**src/rtl/fetch_pipeline_ctrl_if.sv**
```systemverilog
// Fetch-side interface: hazard/redirect controls coming in, instruction memory
// port, the IF/ID register contents going out, and the debug counters.
interface fetch_pipeline_ctrl_if #(
  parameter int CNT_W = 16
) ();
  logic             StallF;
  logic             StallD;
  logic             FlushD;
  logic             PCSrcE;
  logic [31:0]      PCTargetE;
  logic [31:0]      imem_addr;
  logic [31:0]      imem_rdata;
  logic [31:0]      PCF;
  logic [31:0]      InstrD;
  logic [31:0]      PCD;
  logic [31:0]      PCPlus4D;
  logic             ValidD;
  logic             misalign_err;
  logic [CNT_W-1:0] stall_cnt;
  logic [CNT_W-1:0] flush_cnt;

  // The pipeline environment (hazard unit, execute stage, imem).
  modport master (
    output StallF, StallD, FlushD, PCSrcE, PCTargetE, imem_rdata,
    input  imem_addr, PCF, InstrD, PCD, PCPlus4D, ValidD,
           misalign_err, stall_cnt, flush_cnt
  );

  // The fetch controller itself.
  modport slave (
    input  StallF, StallD, FlushD, PCSrcE, PCTargetE, imem_rdata,
    output imem_addr, PCF, InstrD, PCD, PCPlus4D, ValidD,
           misalign_err, stall_cnt, flush_cnt
  );
endinterface

```
**src/rtl/fetch_pipeline_ctrl.sv**
```systemverilog
// Fetch-stage controller: owns the PC and the IF/ID register, applies stall,
// flush and redirect decisions, and keeps saturating stall/flush event counters.
module fetch_pipeline_ctrl #(
  parameter logic [31:0] RESET_PC  = 32'h0000_0000,
  parameter logic [31:0] NOP_INSTR = 32'h0000_0013,
  parameter int          CNT_W     = 16
) (
  input logic                 clk,
  input logic                 rst,
  fetch_pipeline_ctrl_if.slave bus
);

  typedef enum logic [1:0] {
    PC_STEP     = 2'd0,
    PC_HOLD     = 2'd1,
    PC_REDIRECT = 2'd2
  } pc_sel_e;

  typedef enum logic [1:0] {
    IFID_LOAD  = 2'd0,
    IFID_HOLD  = 2'd1,
    IFID_FLUSH = 2'd2
  } ifid_sel_e;

  typedef struct packed {
    logic [31:0] instr;
    logic [31:0] pc;
    logic [31:0] pc_plus4;
    logic        valid;
  } ifid_t;

  localparam ifid_t IFID_BUBBLE = '{
    instr:    NOP_INSTR,
    pc:       32'h0,
    pc_plus4: 32'h0,
    valid:    1'b0
  };

  logic [31:0]      pc_q,        pc_d;
  ifid_t            ifid_q,      ifid_d;
  logic             misalign_q,  misalign_d;
  logic [CNT_W-1:0] stall_cnt_q, stall_cnt_d;
  logic [CNT_W-1:0] flush_cnt_q, flush_cnt_d;

  pc_sel_e          pc_sel;
  ifid_sel_e        ifid_sel;
  logic [31:0]      pc_plus4;
  logic [31:0]      redirect_pc;

  function automatic logic [CNT_W-1:0] sat_inc(input logic [CNT_W-1:0] cnt,
                                               input logic             en);
    return (en && !(&cnt)) ? cnt + 1'b1 : cnt;
  endfunction

  // A redirect outranks a fetch stall; a flush outranks a decode stall.
  always_comb begin
    pc_sel = PC_STEP;
    if (bus.PCSrcE)      pc_sel = PC_REDIRECT;
    else if (bus.StallF) pc_sel = PC_HOLD;

    ifid_sel = IFID_LOAD;
    if (bus.FlushD)      ifid_sel = IFID_FLUSH;
    else if (bus.StallD) ifid_sel = IFID_HOLD;
  end

  assign pc_plus4    = pc_q + 32'd4;
  assign redirect_pc = {bus.PCTargetE[31:2], 2'b00};

  // NOTE: every always_comb output gets a default first, so no path leaves it
  // unassigned and no latch is inferred.
  always_comb begin
    pc_d        = pc_q;
    ifid_d      = ifid_q;
    misalign_d  = misalign_q;
    stall_cnt_d = sat_inc(stall_cnt_q, bus.StallF);
    flush_cnt_d = sat_inc(flush_cnt_q, bus.FlushD);

    unique case (pc_sel)
      PC_REDIRECT: pc_d = redirect_pc;
      PC_HOLD:     pc_d = pc_q;
      default:     pc_d = pc_plus4;
    endcase

    unique case (ifid_sel)
      IFID_FLUSH: ifid_d = IFID_BUBBLE;
      IFID_HOLD:  ifid_d = ifid_q;
      default: begin
        ifid_d.instr    = bus.imem_rdata;
        ifid_d.pc       = pc_q;
        ifid_d.pc_plus4 = pc_plus4;
        ifid_d.valid    = 1'b1;
      end
    endcase

    if (bus.PCSrcE && (bus.PCTargetE[1:0] != 2'b00)) misalign_d = 1'b1;
  end

  // NOTE: state registers use non-blocking assignments so every register sees
  // the pre-edge values of the others, matching real flop behaviour.
  always_ff @(posedge clk) begin
    if (rst) begin
      // NOTE: the IF/ID register resets to a bubble so decode never sees
      // stale data; the reset value is a legal no-op, not just zero.
      pc_q        <= RESET_PC;
      ifid_q      <= IFID_BUBBLE;
      misalign_q  <= 1'b0;
      stall_cnt_q <= '0;
      flush_cnt_q <= '0;
    end else begin
      pc_q        <= pc_d;
      ifid_q      <= ifid_d;
      misalign_q  <= misalign_d;
      stall_cnt_q <= stall_cnt_d;
      flush_cnt_q <= flush_cnt_d;
    end
  end

  assign bus.imem_addr    = pc_q;
  assign bus.PCF          = pc_q;
  assign bus.InstrD       = ifid_q.instr;
  assign bus.PCD          = ifid_q.pc;
  assign bus.PCPlus4D     = ifid_q.pc_plus4;
  assign bus.ValidD       = ifid_q.valid;
  assign bus.misalign_err = misalign_q;
  assign bus.stall_cnt    = stall_cnt_q;
  assign bus.flush_cnt    = flush_cnt_q;

endmodule

```
**src/flat_wrapper.sv**
```systemverilog
// flat-port wrapper written by rule: the top's interface ports become plain ports
module fetch_pipeline_ctrl_flat 
#(
  parameter logic [31:0] RESET_PC  = 32'h0000_0000,
  parameter logic [31:0] NOP_INSTR = 32'h0000_0013,
  parameter int          CNT_W     = 16
)
  (clk, rst, bus_StallF, bus_StallD, bus_FlushD, bus_PCSrcE, bus_PCTargetE, bus_imem_rdata, bus_imem_addr, bus_PCF, bus_InstrD, bus_PCD, bus_PCPlus4D, bus_ValidD, bus_misalign_err, bus_stall_cnt, bus_flush_cnt);
  fetch_pipeline_ctrl_if #(.CNT_W(CNT_W)) bus_i ();
  input logic clk;
  input logic rst;
  input wire logic [$bits(bus_i.StallF)-1:0] bus_StallF;
  input wire logic [$bits(bus_i.StallD)-1:0] bus_StallD;
  input wire logic [$bits(bus_i.FlushD)-1:0] bus_FlushD;
  input wire logic [$bits(bus_i.PCSrcE)-1:0] bus_PCSrcE;
  input wire logic [$bits(bus_i.PCTargetE)-1:0] bus_PCTargetE;
  input wire logic [$bits(bus_i.imem_rdata)-1:0] bus_imem_rdata;
  output wire logic [$bits(bus_i.imem_addr)-1:0] bus_imem_addr;
  output wire logic [$bits(bus_i.PCF)-1:0] bus_PCF;
  output wire logic [$bits(bus_i.InstrD)-1:0] bus_InstrD;
  output wire logic [$bits(bus_i.PCD)-1:0] bus_PCD;
  output wire logic [$bits(bus_i.PCPlus4D)-1:0] bus_PCPlus4D;
  output wire logic [$bits(bus_i.ValidD)-1:0] bus_ValidD;
  output wire logic [$bits(bus_i.misalign_err)-1:0] bus_misalign_err;
  output wire logic [$bits(bus_i.stall_cnt)-1:0] bus_stall_cnt;
  output wire logic [$bits(bus_i.flush_cnt)-1:0] bus_flush_cnt;
  assign bus_i.StallF = bus_StallF;
  assign bus_i.StallD = bus_StallD;
  assign bus_i.FlushD = bus_FlushD;
  assign bus_i.PCSrcE = bus_PCSrcE;
  assign bus_i.PCTargetE = bus_PCTargetE;
  assign bus_i.imem_rdata = bus_imem_rdata;
  assign bus_imem_addr = bus_i.imem_addr;
  assign bus_PCF = bus_i.PCF;
  assign bus_InstrD = bus_i.InstrD;
  assign bus_PCD = bus_i.PCD;
  assign bus_PCPlus4D = bus_i.PCPlus4D;
  assign bus_ValidD = bus_i.ValidD;
  assign bus_misalign_err = bus_i.misalign_err;
  assign bus_stall_cnt = bus_i.stall_cnt;
  assign bus_flush_cnt = bus_i.flush_cnt;
  fetch_pipeline_ctrl #(.RESET_PC(RESET_PC), .NOP_INSTR(NOP_INSTR), .CNT_W(CNT_W)) u_core (.clk(clk), .rst(rst), .bus(bus_i));
endmodule
```
**config.mk**
```make
export PLATFORM = sky130hd
export DESIGN_NAME = fetch_pipeline_ctrl_flat
export DESIGN_NICKNAME = d
export VERILOG_FILES = /design/src/rtl/fetch_pipeline_ctrl_if.sv /design/src/rtl/fetch_pipeline_ctrl.sv /design/src/flat_wrapper.sv
export SDC_FILE = /design/constraint.sdc
export NUM_CORES = 1
export LEC_CHECK = 0
export BUFFER_PORTS_ARGS = -buffer_cell sky130_fd_sc_hd__buf_4
export CORE_MARGIN = 5
export CORE_UTILIZATION = 38
export DETAILED_ROUTE_END_ITERATION = 12
export PLACE_DENSITY = 0.72
export SETUP_SLACK_MARGIN = 0.4
export SLEW_MARGIN = 30
export SYNTH_ARGS = -nofsm -noshare
export SYNTH_HDL_FRONTEND = slang
export SYNTH_SLANG_ARGS = --single-unit
```
**constraint.sdc**
```tcl
create_clock -name clk -period 5.95 [get_ports clk]
set_input_delay 0.2975 -clock clk [delete_from_list [all_inputs] [get_ports clk]]
set_output_delay 0.2975 -clock clk [all_outputs]
set_load 0.005 [all_outputs]
```
==> out/metrics.yaml <==
clock_tree:
  ctsResizeCount: 0
  cts.sinks: 157
  cts_setup_buffers: 0
  cts_hold_buf: 0
  cts_root_buf: "clkbuf_16"
  clk_path_buf_depth: 2
  htreeDepth: 4
  insertion_delay_ps: 420
  cts.clk_slew.worst_paths_ps: 60
  cts_tree: "built"
  cts_buffers: 17
setup_path:
  worst_setup_path_end_kind: "flip-flop"
  startpoint_type: "flip-flop"
  crit_fanout: 9
  endpoint: "u_core.bus.PCF[16]"
  reg2reg_slack_ps: 3530
  worstSetupStartpoint: "u_core.bus.PCF[2]"
  worst_ep_required_time_ps: 6290
  ff2ff_path_depth: 6
  timing.rr.end: "u_core.bus.PCF[16]"
  worstSetupPathType: "reg -> reg"
  reg2reg_from: "u_core.bus.PCF[2]"
  crit_arrival_ps: 2760
pwr:
  cellLeakagePower_nw: 4.267
  p_per_area_nw_per_um2: 261.2
  ir_worst_vdd_uv: 186.5
hold_path:
  hold_class: "in -> reg"
  worstHoldStart: "bus_imem_rdata[4]"
  hold_path_depth: 3
layout:
  final_cell_mix: "buf_4, dfxtp_1, nor2_1"
  mostFrequentLayoutCell: "buf_4"
  insertedDiodeCount: 0
  synthToLayoutAreaGrowth_pct: 32.46
  final_cells: 1266
  regArea_um2: 3143
  multi_input_area_um2: 3528
  fill_cells: 1825
  finalNetCount: 1092
  drive_gt1_share_pct: 29.75
logic_synthesis:
  synthDistinctLibCells: 49
  yosys_warnings: 0
  post_synth_instance_area_um2: 7289
  synth-edff-count: 0
  seq_area_frac_synth_pct: 43.12
  netlist_instances: 830
  synthArstFlopShare_pct: 0
  synthFlopType: "dfxtp_1"
  synth_top_cell_area_share_pct: 43.12
  syn_avg_cell_area_um2: 8.783
  yosys.area.top_type: "dfxtp_1"
  netlist_top_cells_area: "dfxtp_1, mux2i_1, nor2_1, xnor2_1, xor2_1"
  synth_seq_cells: 157
placed_design:
  placedCellCount: 1234
  gp_congestion: 0.8127
  port_buffers: 259
  pre_cts_ws_ps: 3510
  dpl.hpwl_um: 14740
sta:
  hold_violations: 0
  period_share_pct: 40.74
  tightest_slew_ps: 810.6
  final-max-slew-violation-count: 0
  grt_setup_unrepaired: "no"
  setup_viol: 0
  setup_slack_ps: 3526
  holdWs_ps: 93.19
  max_freq_mhz: 412.5
  slew-limit-headroom_pct: 45.96
  fin_skew_ps: 8.858
  tns_ps: 0
  period_needed_ps: 2424
global_route:
  top_usage_layer: "met2"
  antenna_found_initial: 0
  overflow: 0
  track_usage_pct: 17.95
  grtUsageMet1_pct: 22.37
  grt_util_met3_pct: 6.551
  grt_first_pass_wirelength_um: 31970
  met2_usage_pct: 29.46
  grt_pass1_vias: 6051
  grt_max_degree: 66
outcome:
  outcome: "complete, no violations"
die:
  coreArea_um2: 18770
  io_pins: 264
  die_w_um: 148.5
  rows: 50
  die_y_um: 148.5
  start_util_pct: 38.84
  die_area_um2: 22050
route:
  drt_first_pass_iters: 4
  routed-via-count: 6347
  drc_errors: 0
  wire_per_inst_um: 16.10
  routed_wl_um: 20380
  drtIter0Drc: 371
  vias_per_cell: 5.013
  ant_nets: 0
job:
  cap_violations: 0
-- final cells by class --
cell class                      count  area share (%)
Multi-Input combinational cell    553           36.54
Sequential cell                   157           32.55
Timing Repair Buffer              262           20.37
Clock buffer                       20           4.730
Tap cell                          234           3.032
Clock inverter                     12           1.685
Inverter                           28           1.089
-- cell families (layout without fill, tap and decap cells) --
group	count (synthesis)	after routing	synth area share, %
AO/OA/AOI/OAI	124	124	9.767
AND/OR/NAND/NOR	272	272	18.56
flip-flops	157	157	43.12
other	1	4	0.05144
multiplexers	72	72	9.887
adder cells (fa/ha/maj)	3	3	0.5150
buffers and inverters	123	322	8.737
XOR/XNOR	78	78	9.372
-- power by group --
part	switching (mW)	total [mW]	leakage, nW	internal [mW]
logic	0.113	0.254	2.70	0.141
registers	0.0500	1.14	1.28	1.09
clock network	0.444	1.13	0.290	0.687
-- metrics by stage --
stage | power [mW] | instance area, um^2 | util [%]
floorplan | 1.295 | 7301 | -
global placement | 1.413 | 9031 | 48.12
detailed placement | 1.417 | 9036 | 48.15
CTS | 2.558 | 9656 | 51.45
global route | 2.638 | 9656 | 51.45
finish | 2.522 | 9656 | 51.45
-- cells in the mapped netlist, types with 2 or more instances --
master    number
dfxtp_1      157
nor2_1       126
mux2i_1       72
a21oi_1       56
xnor2_1       43
buf_4         40
xor2_1        35
clkbuf_1      33
o21ai_0       33
nand2_1       30
inv_1         28
nand4_1       21
nand3_1       20
nor3_1        20
o21a_1        19
buf_2         11
buf_1          7
nor2b_1        7
and4_1         6
or3_1          6
a211oi_1       5
and2_1         5
and3_1         5
nor3_2         5
nor4_1         4
clkbuf_2       3
ha_1           3
nand4b_1       3
or2_2          3
a21o_1         2
a31oi_1        2
nand3b_1       2
o211ai_1       2
-- sequential cells by signal (all words and copies together) (netlist names) --
register	cells
u_core.bus.PCPlus4D	31
u_core.bus.stall_cnt	16
u_core.bus.PCD	30
u_core.bus.ValidD	1
u_core.bus.misalign_err	1
u_core.bus.PCF	30
u_core.bus.InstrD	32
u_core.bus.flush_cnt	16
-- how the worst min path moves through the flow --
stage	slack, ps	endpoint
global placement	440	u_core.bus.misalign_err
global route	70	u_core.bus.InstrD[1]
CTS	80	u_core.bus.InstrD[4]
floorplan	420	u_core.bus.InstrD[0]
detailed placement	450	u_core.bus.misalign_err
finish	90	u_core.bus.InstrD[4]
-- worst max-delay path, cell delays in order (launching register included) --
cell	delay (ps)
dfxtp_1	510
ha_1	410
and2b_1	300
nand4_1	380
or3_1	440
a21o_1	180
a21oi_1	130
-- per-layer routing --
metal / vias up / part of all wire [%]
li1: 3148 / -
met5: - / 0
met4: 0 / 1.6
met1: 2951 / 41
met2: 230 / 48
met3: 18 / 9.1
Power figures use the tool's default switching activity.
